File: src/rtl/uart_pkg.sv
// Shared UART definitions: arbiter state encoding and the default character width.
package uart_pkg;

  typedef enum logic [1:0] {
    IDLE      = 2'd0,
    ISSUE     = 2'd1,
    WAIT_DONE = 2'd2
  } arb_state_e;

  localparam int UART_DATA_BITS = 8;

endpackage

File: src/rtl/rr_pick.sv
// Combinational round-robin picker: first set request at or above ptr, wrapping modulo N.
module rr_pick #(
  parameter int N  = 4,
  parameter int PW = 2
) (
  input  logic [N-1:0]  req,
  input  logic [PW-1:0] ptr,
  output logic          found,
  output logic [PW-1:0] idx
);

  int cand;

  // Scan from the farthest offset down so the nearest candidate is the last one written.
  always_comb begin
    found = 1'b0;
    idx   = '0;
    cand  = 0;
    for (int k = N - 1; k >= 0; k--) begin
      cand = int'(ptr) + k;
      if (cand >= N) cand = cand - N;
      if (req[cand[PW-1:0]]) begin
        found = 1'b1;
        idx   = cand[PW-1:0];
      end
    end
  end

endmodule

File: src/rtl/uart_tx_arbiter.sv
// Round-robin arbiter sharing one uart_tx among NUM_REQ byte producers.
// Optional frame lock (req_last holds the grant until end of frame): UART_TX_ARB_LOCK_EN.
module uart_tx_arbiter
  import uart_pkg::*;
#(
  parameter int NUM_REQ   = 4,
  parameter int DATA_BITS = UART_DATA_BITS
) (
  input  logic                         clk,
  input  logic                         reset,
  input  logic [NUM_REQ-1:0]           req_valid,
  input  logic [NUM_REQ*DATA_BITS-1:0] req_data,
  input  logic [NUM_REQ-1:0]           req_last,
  output logic [NUM_REQ-1:0]           req_ready,
  output logic                         tx_send_request,
  output logic [DATA_BITS-1:0]         tx_data,
  input  logic                         tx_busy,
  input  logic                         tx_done,
  output logic [$clog2(NUM_REQ)-1:0]   grant_id,
  output logic                         arb_busy
);

  localparam int PW = $clog2(NUM_REQ);
  localparam logic [PW-1:0] LAST_ID = PW'(NUM_REQ - 1);

  arb_state_e          state_reg, state_next;
  logic [PW-1:0]       rr_ptr_reg, rr_ptr_next;
  logic [PW-1:0]       grant_id_reg, grant_id_next;
  logic [DATA_BITS-1:0] tx_data_reg, tx_data_next;
  logic                send_reg, send_next;
  logic                arb_busy_reg, arb_busy_next;

  logic [NUM_REQ-1:0]  eligible;
  logic                pick_found;
  logic [PW-1:0]       pick_idx;
  logic [PW-1:0]       ptr_after;
  logic [DATA_BITS-1:0] req_bytes [NUM_REQ];

  generate
    for (genvar gi = 0; gi < NUM_REQ; gi++) begin : g_bytes
      assign req_bytes[gi] = req_data[gi*DATA_BITS +: DATA_BITS];
    end
  endgenerate

`ifdef UART_TX_ARB_LOCK_EN
  logic lock_reg, lock_next;

  // While a frame is open only its owner (the last winner) may be picked.
  always_comb begin
    eligible = req_valid;
    if (lock_reg) eligible = req_valid & (NUM_REQ'(1) << grant_id_reg);
  end
`else
  logic unused_last;
  assign unused_last = ^req_last;
  assign eligible    = req_valid;
`endif

  rr_pick #(.N(NUM_REQ), .PW(PW)) u_pick (
    .req   (eligible),
    .ptr   (rr_ptr_reg),
    .found (pick_found),
    .idx   (pick_idx)
  );

  assign ptr_after = (pick_idx == LAST_ID) ? '0 : pick_idx + 1'b1;

  always_comb begin
    state_next    = state_reg;
    rr_ptr_next   = rr_ptr_reg;
    grant_id_next = grant_id_reg;
    tx_data_next  = tx_data_reg;
    send_next     = send_reg;
    arb_busy_next = arb_busy_reg;
    req_ready     = '0;
`ifdef UART_TX_ARB_LOCK_EN
    lock_next     = lock_reg;
`endif
    case (state_reg)
      IDLE: begin
        // tx_busy/tx_done are ignored here so a lingering tx_done cannot end the next byte.
        if (pick_found && !reset) begin
          req_ready[pick_idx] = 1'b1;
          tx_data_next        = req_bytes[pick_idx];
          grant_id_next       = pick_idx;
          send_next           = 1'b1;
          arb_busy_next       = 1'b1;
          state_next          = ISSUE;
`ifdef UART_TX_ARB_LOCK_EN
          if (req_last[pick_idx]) begin
            rr_ptr_next = ptr_after;
            lock_next   = 1'b0;
          end else begin
            lock_next   = 1'b1;
          end
`else
          rr_ptr_next = ptr_after;
`endif
        end
      end
      ISSUE: begin
        if (tx_busy) begin
          send_next  = 1'b0;
          state_next = WAIT_DONE;
        end
      end
      WAIT_DONE: begin
        if (tx_done) begin
          arb_busy_next = 1'b0;
          state_next    = IDLE;
        end
      end
      default: state_next = IDLE;
    endcase
  end

  always_ff @(posedge clk or posedge reset) begin
    if (reset) begin
      state_reg    <= IDLE;
      rr_ptr_reg   <= '0;
      grant_id_reg <= '0;
      tx_data_reg  <= '0;
      send_reg     <= 1'b0;
      arb_busy_reg <= 1'b0;
`ifdef UART_TX_ARB_LOCK_EN
      lock_reg     <= 1'b0;
`endif
    end else begin
      state_reg    <= state_next;
      rr_ptr_reg   <= rr_ptr_next;
      grant_id_reg <= grant_id_next;
      tx_data_reg  <= tx_data_next;
      send_reg     <= send_next;
      arb_busy_reg <= arb_busy_next;
`ifdef UART_TX_ARB_LOCK_EN
      lock_reg     <= lock_next;
`endif
    end
  end

  assign tx_send_request = send_reg;
  assign tx_data         = tx_data_reg;
  assign grant_id        = grant_id_reg;
  assign arb_busy        = arb_busy_reg;

endmodule

File: config.mk
export PLATFORM = sky130hd
export DESIGN_NAME = uart_tx_arbiter
export DESIGN_NICKNAME = d
export VERILOG_FILES = /design/src/rtl/uart_pkg.sv /design/src/rtl/rr_pick.sv /design/src/rtl/uart_tx_arbiter.sv
export SDC_FILE = /design/constraint.sdc
export NUM_CORES = 1
export LEC_CHECK = 0
export ABC_AREA = 1
export ABC_CLOCK_PERIOD_IN_PS = 2500
export CORE_MARGIN = 10
export CORE_UTILIZATION = 30
export CTS_CLUSTER_DIAMETER = 50
export CTS_CLUSTER_SIZE = 30
export DETAILED_ROUTE_END_ITERATION = 7
export PLACE_DENSITY = 0.63
export REMOVE_ABC_BUFFERS = 1
export SETUP_SLACK_MARGIN = 0.15
export SLEW_MARGIN = 15
export SYNTH_ARGS = -nofsm -noshare
export SYNTH_HDL_FRONTEND = slang
export SYNTH_HIERARCHICAL = 1
export SYNTH_SLANG_ARGS = --single-unit
File: constraint.sdc
create_clock -name clk -period 2.5 [get_ports clk]
set_input_delay 0.5 -clock clk [delete_from_list [all_inputs] [get_ports clk]]
set_output_delay 0.5 -clock clk [all_outputs]
set_load 0.01 [all_outputs]
==> impl_summary.log <==
[metrics] number of detailed-route iterations in the first pass: 4
[metrics] end point of the worst hold path: arb_busy$_DFFE_PP0P_
[metrics] critical path's top delay family: simple AND/OR/NAND/NOR gates
[metrics] detailed placer's ending HPWL: 3120 um
[metrics] synthesized area per cell: 6.18 um^2
[metrics] register-to-register setup slack: 0.57 ns
[metrics] Period minus WS final: 2.44 ns
[metrics] setup repair after global routing missed its margin: true
[metrics] Rel. slew slack: 85.6%
[metrics] Crit path required time: 2.00 ns
[metrics] arrival time at the worst endpoint: 1.94 ns
[metrics] area of the mapped netlist: 1370 um^2
[metrics] final RePlAce weighted congestion: 0.776
[metrics] power density over the cells: 1340 nW/um^2
[metrics] Max Cap Viol: 0
[metrics] number of cells on the worst hold path: 2
[metrics] number of rows created at floorplan: 24
[metrics] highest fanout seen on the critical path: 5
[metrics] 1st-iter DRT viols: 32
[metrics] startpoint type of the worst setup path: flop
[metrics] Setup WS pre-CTS: -0.664 ns
[metrics] CTS tree: done
[metrics] first-pass GRT wire length: 6800 um
[metrics] maximum number of pins on one net before global-route repair: 18
[metrics] root cell of the clock tree: clkbuf_8
[metrics] classification of the worst-slack hold path: reg2reg
[metrics] most instantiated cells after synthesis: nand2_1, inv_1, nand3_1, dfrtp_1, nand2_2
[metrics] list of cells traversed by the critical path: inv_1 > nand2_1 > and2_4 > nand2_2 > nand2_2 > clkinv_2 > nand2_2 > nand2_2 > nand2_4 > inv_6 > ha_2 > inv_2 > nor2_1 > buf_2
[metrics] worst min-delay path startpoint: arb_busy$_DFFE_PP0P_
[metrics] largest cells by area after synthesis: dfrtp_1, nand2_1, inv_1
[metrics] count of flip-flops with a built-in enable after synthesis: 0
[metrics] cells after synthesis: 221
[metrics] worst path buffer plus inverter count: 5
[metrics] number of hold-slack violations in the final timing report: 0
[metrics] CP max stage delay: 0.41 ns
[metrics] critical path's most frequent cell: nand2_2
[metrics] worst-case clock skew: 0.00168 ns
[metrics] Die Height: 87.5 um
[metrics] clock-pin slew of the registers on the worst-case setup and hold paths: 0.06 ns
[metrics] starting density of the core: 31.2%
[metrics] post-synthesis cell type with the largest combined area: dfrtp_1
[metrics] endpoint of the worst register-to-register path: tx_data[6]$_DFFE_PP0P_
[metrics] kind of critical path: reg2out
[metrics] number of buffers added by the clock tree synthesis step: 3
[metrics] count of antenna diodes in the layout: 0
[metrics] logic depth of the worst register-to-register path: 17
[metrics] GR Overflow Total: 0
[metrics] result of the run: finished, final reports clean
[metrics] most instantiated flip-flop cell in the synthesis netlist: dfrtp_1
[metrics] async set-or-reset flop fraction in the synthesized netlist: 100%
[metrics] total number of vias: 1520
[metrics] H-tree level count: 1
[metrics] Clock Path Buffers: 2
[metrics] fraction of layout cells with a size suffix above 1: 28.1%
[metrics] die width: 87.5 um
[metrics] critical path capture point type: output pin
[metrics] Final ANT Viol Nets: 0
[metrics] Max VDD drop: 0.536 mV
[metrics] number of antenna violations at the first check in global routing: 0
[metrics] leakage power: 0.00125 uW
[metrics] number of vias per cell: 4.28
[metrics] final setup violating endpoints: 0
[metrics] max FFs per register: 8
[metrics] Area Overhead vs Synth: 65.1%
[metrics] via count of the first global-routing pass: 1558
[metrics] worst slack on hold paths: 0.472 ns
[metrics] Slew Viols, Final: 0
[metrics] setup slack after layout: 0.0600 ns
[metrics] Finished Layout Cells: 355
[metrics] Crit Reg-Reg Startpoint: rr_ptr_reg[0]$_DFFE_PP0P_
[metrics] portion of the clock cycle consumed by the worst path in the final layout: 97.6%
[metrics] IO Port Bufs: 55
[metrics] hold-fix buffer count after cts: 0
[metrics] WL final: 4020 um
[metrics] Yosys Warn Count: 6
[metrics] register bit total from synthesis: 16
[metrics] upper clock frequency limit: 410 MHz
[metrics] post-synthesis sequential area ratio: 29.3%
[metrics] floorplan core area: 4380 um^2
[metrics] number of library cell types mapped by synthesis: 23
[metrics] GR Util All Layers: 10.7%
[metrics] Total Die Area: 7650 um^2
[metrics] most frequent cell after synthesis: nand2_1
[metrics] number of ports placed on the die boundary: 60
[metrics] Worst Tran Pin Value: 0.216 ns
[metrics] placed cells: 340
[metrics] crit path max-delay cell type: dfrtp_1
[metrics] post-DR wirelength/cell: 11.3 um
[metrics] number of nets in the final layout: 352
[metrics] detailed-route DRC error count: 0
[metrics] share of Yosys cell area claimed by the top area cell type: 29.3%
[metrics] clock sink count: 16
[metrics] Clock Latency Late Sink: 0.24 ns
==> worst max-delay path by stage <==
stage	start	to	depth (start not counted)
2_1_floorplan	rr_ptr_reg[0]$_DFFE_PP0P_	req_ready[2]	12
3_3_place_gp	req_valid[2]	req_ready[3]	14
3_5_place_dp	req_valid[2]	req_ready[3]	14
4_1_cts	rr_ptr_reg[0]$_DFFE_PP0P_	req_ready[1]	12
5_1_grt	rr_ptr_reg[0]$_DFFE_PP0P_	req_ready[0]	12
6_report	rr_ptr_reg[0]$_DFFE_PP0P_	req_ready[0]	14
==> final cells by class <==
cell class	instances	area, um^2
inverter	49	193
clock buffer	4	55.1
timing repair buffer	85	754
multi-input combinational	149	787
fill	449	2130
tap	52	65.1
sequential	16	402
==> cell families after synthesis <==
| kind of cell | share of synthesized area (%) |
|---|---|
| AO/OA/AOI/OAI | 4.40 |
| AND/OR/NAND/NOR | 43.0 |
| flip-flops | 29.3 |
| adder cells (fa/ha/maj) | 3.66 |
| buffers and inverters | 19.6 |
==> through the flow <==
step / cell area (um^2) / power [uW] / TNS, ns / utilization (%)
after floorplan: 1290 / 1580 / -0.0360 / -
after global placement: 2050 / 2440 / -2.51 / 46.7
after detailed placement: 2050 / 2440 / -2.57 / 46.7
after global routing: 2260 / 3350 / -0.216 / 51.5
final: 2260 / 3020 / 0 / 51.5
after CTS: 2210 / 2920 / 0 / 50.4
==> metal layers <==
metal | routed length, um | vias up | part of all wire [%] | track usage, %
li1 | - | 814 | - | -
met1 | 1810 | 664 | 45 | 12.2
met2 | 1880 | 38 | 47 | 18.4
met3 | 303 | 4 | 7.5 | 4.03
met4 | 30 | 0 | 0.75 | 2.61
met5 | 0 | - | 0 | 0
==> cells in the final DEF, fill, tap and decap left out, types with 5 or more instances in the layout <==
cell	Yosys	final
dfrtp_1	16	15
nor2_1	7	5
nand2_1	92	85
nand2_2	11	17
nand3_1	23	19
buf_4	1	29
clkdlybuf4s50_1	0	47
nand3_2	1	5
inv_1	44	39
inv_2	3	7
==> where the power goes <==
group | leakage [uW] | internal (uW) | switching [uW]
registers | 0.000197 | 387 | 85.7
clock network | 0.0000288 | 140 | 86.0
logic | 0.00103 | 1110 | 1220
total | 0.00125 | 1640 | 1390
==> repair_timing <==
action | CTS | global route
buffers inserted | 8 | 3
gates resized for setup | 41 | 9
endpoints found under the setup margin | 4 | 4
pin swaps | 15 | 5
==> worst min-delay path, cell delays in order, from the launching register on <==
cell and delay (ns):
dfrtp_1 0.34, nand2_1 0.06, nand2_1 0.05
No activity file was read; power rests on OpenSTA's default activity.
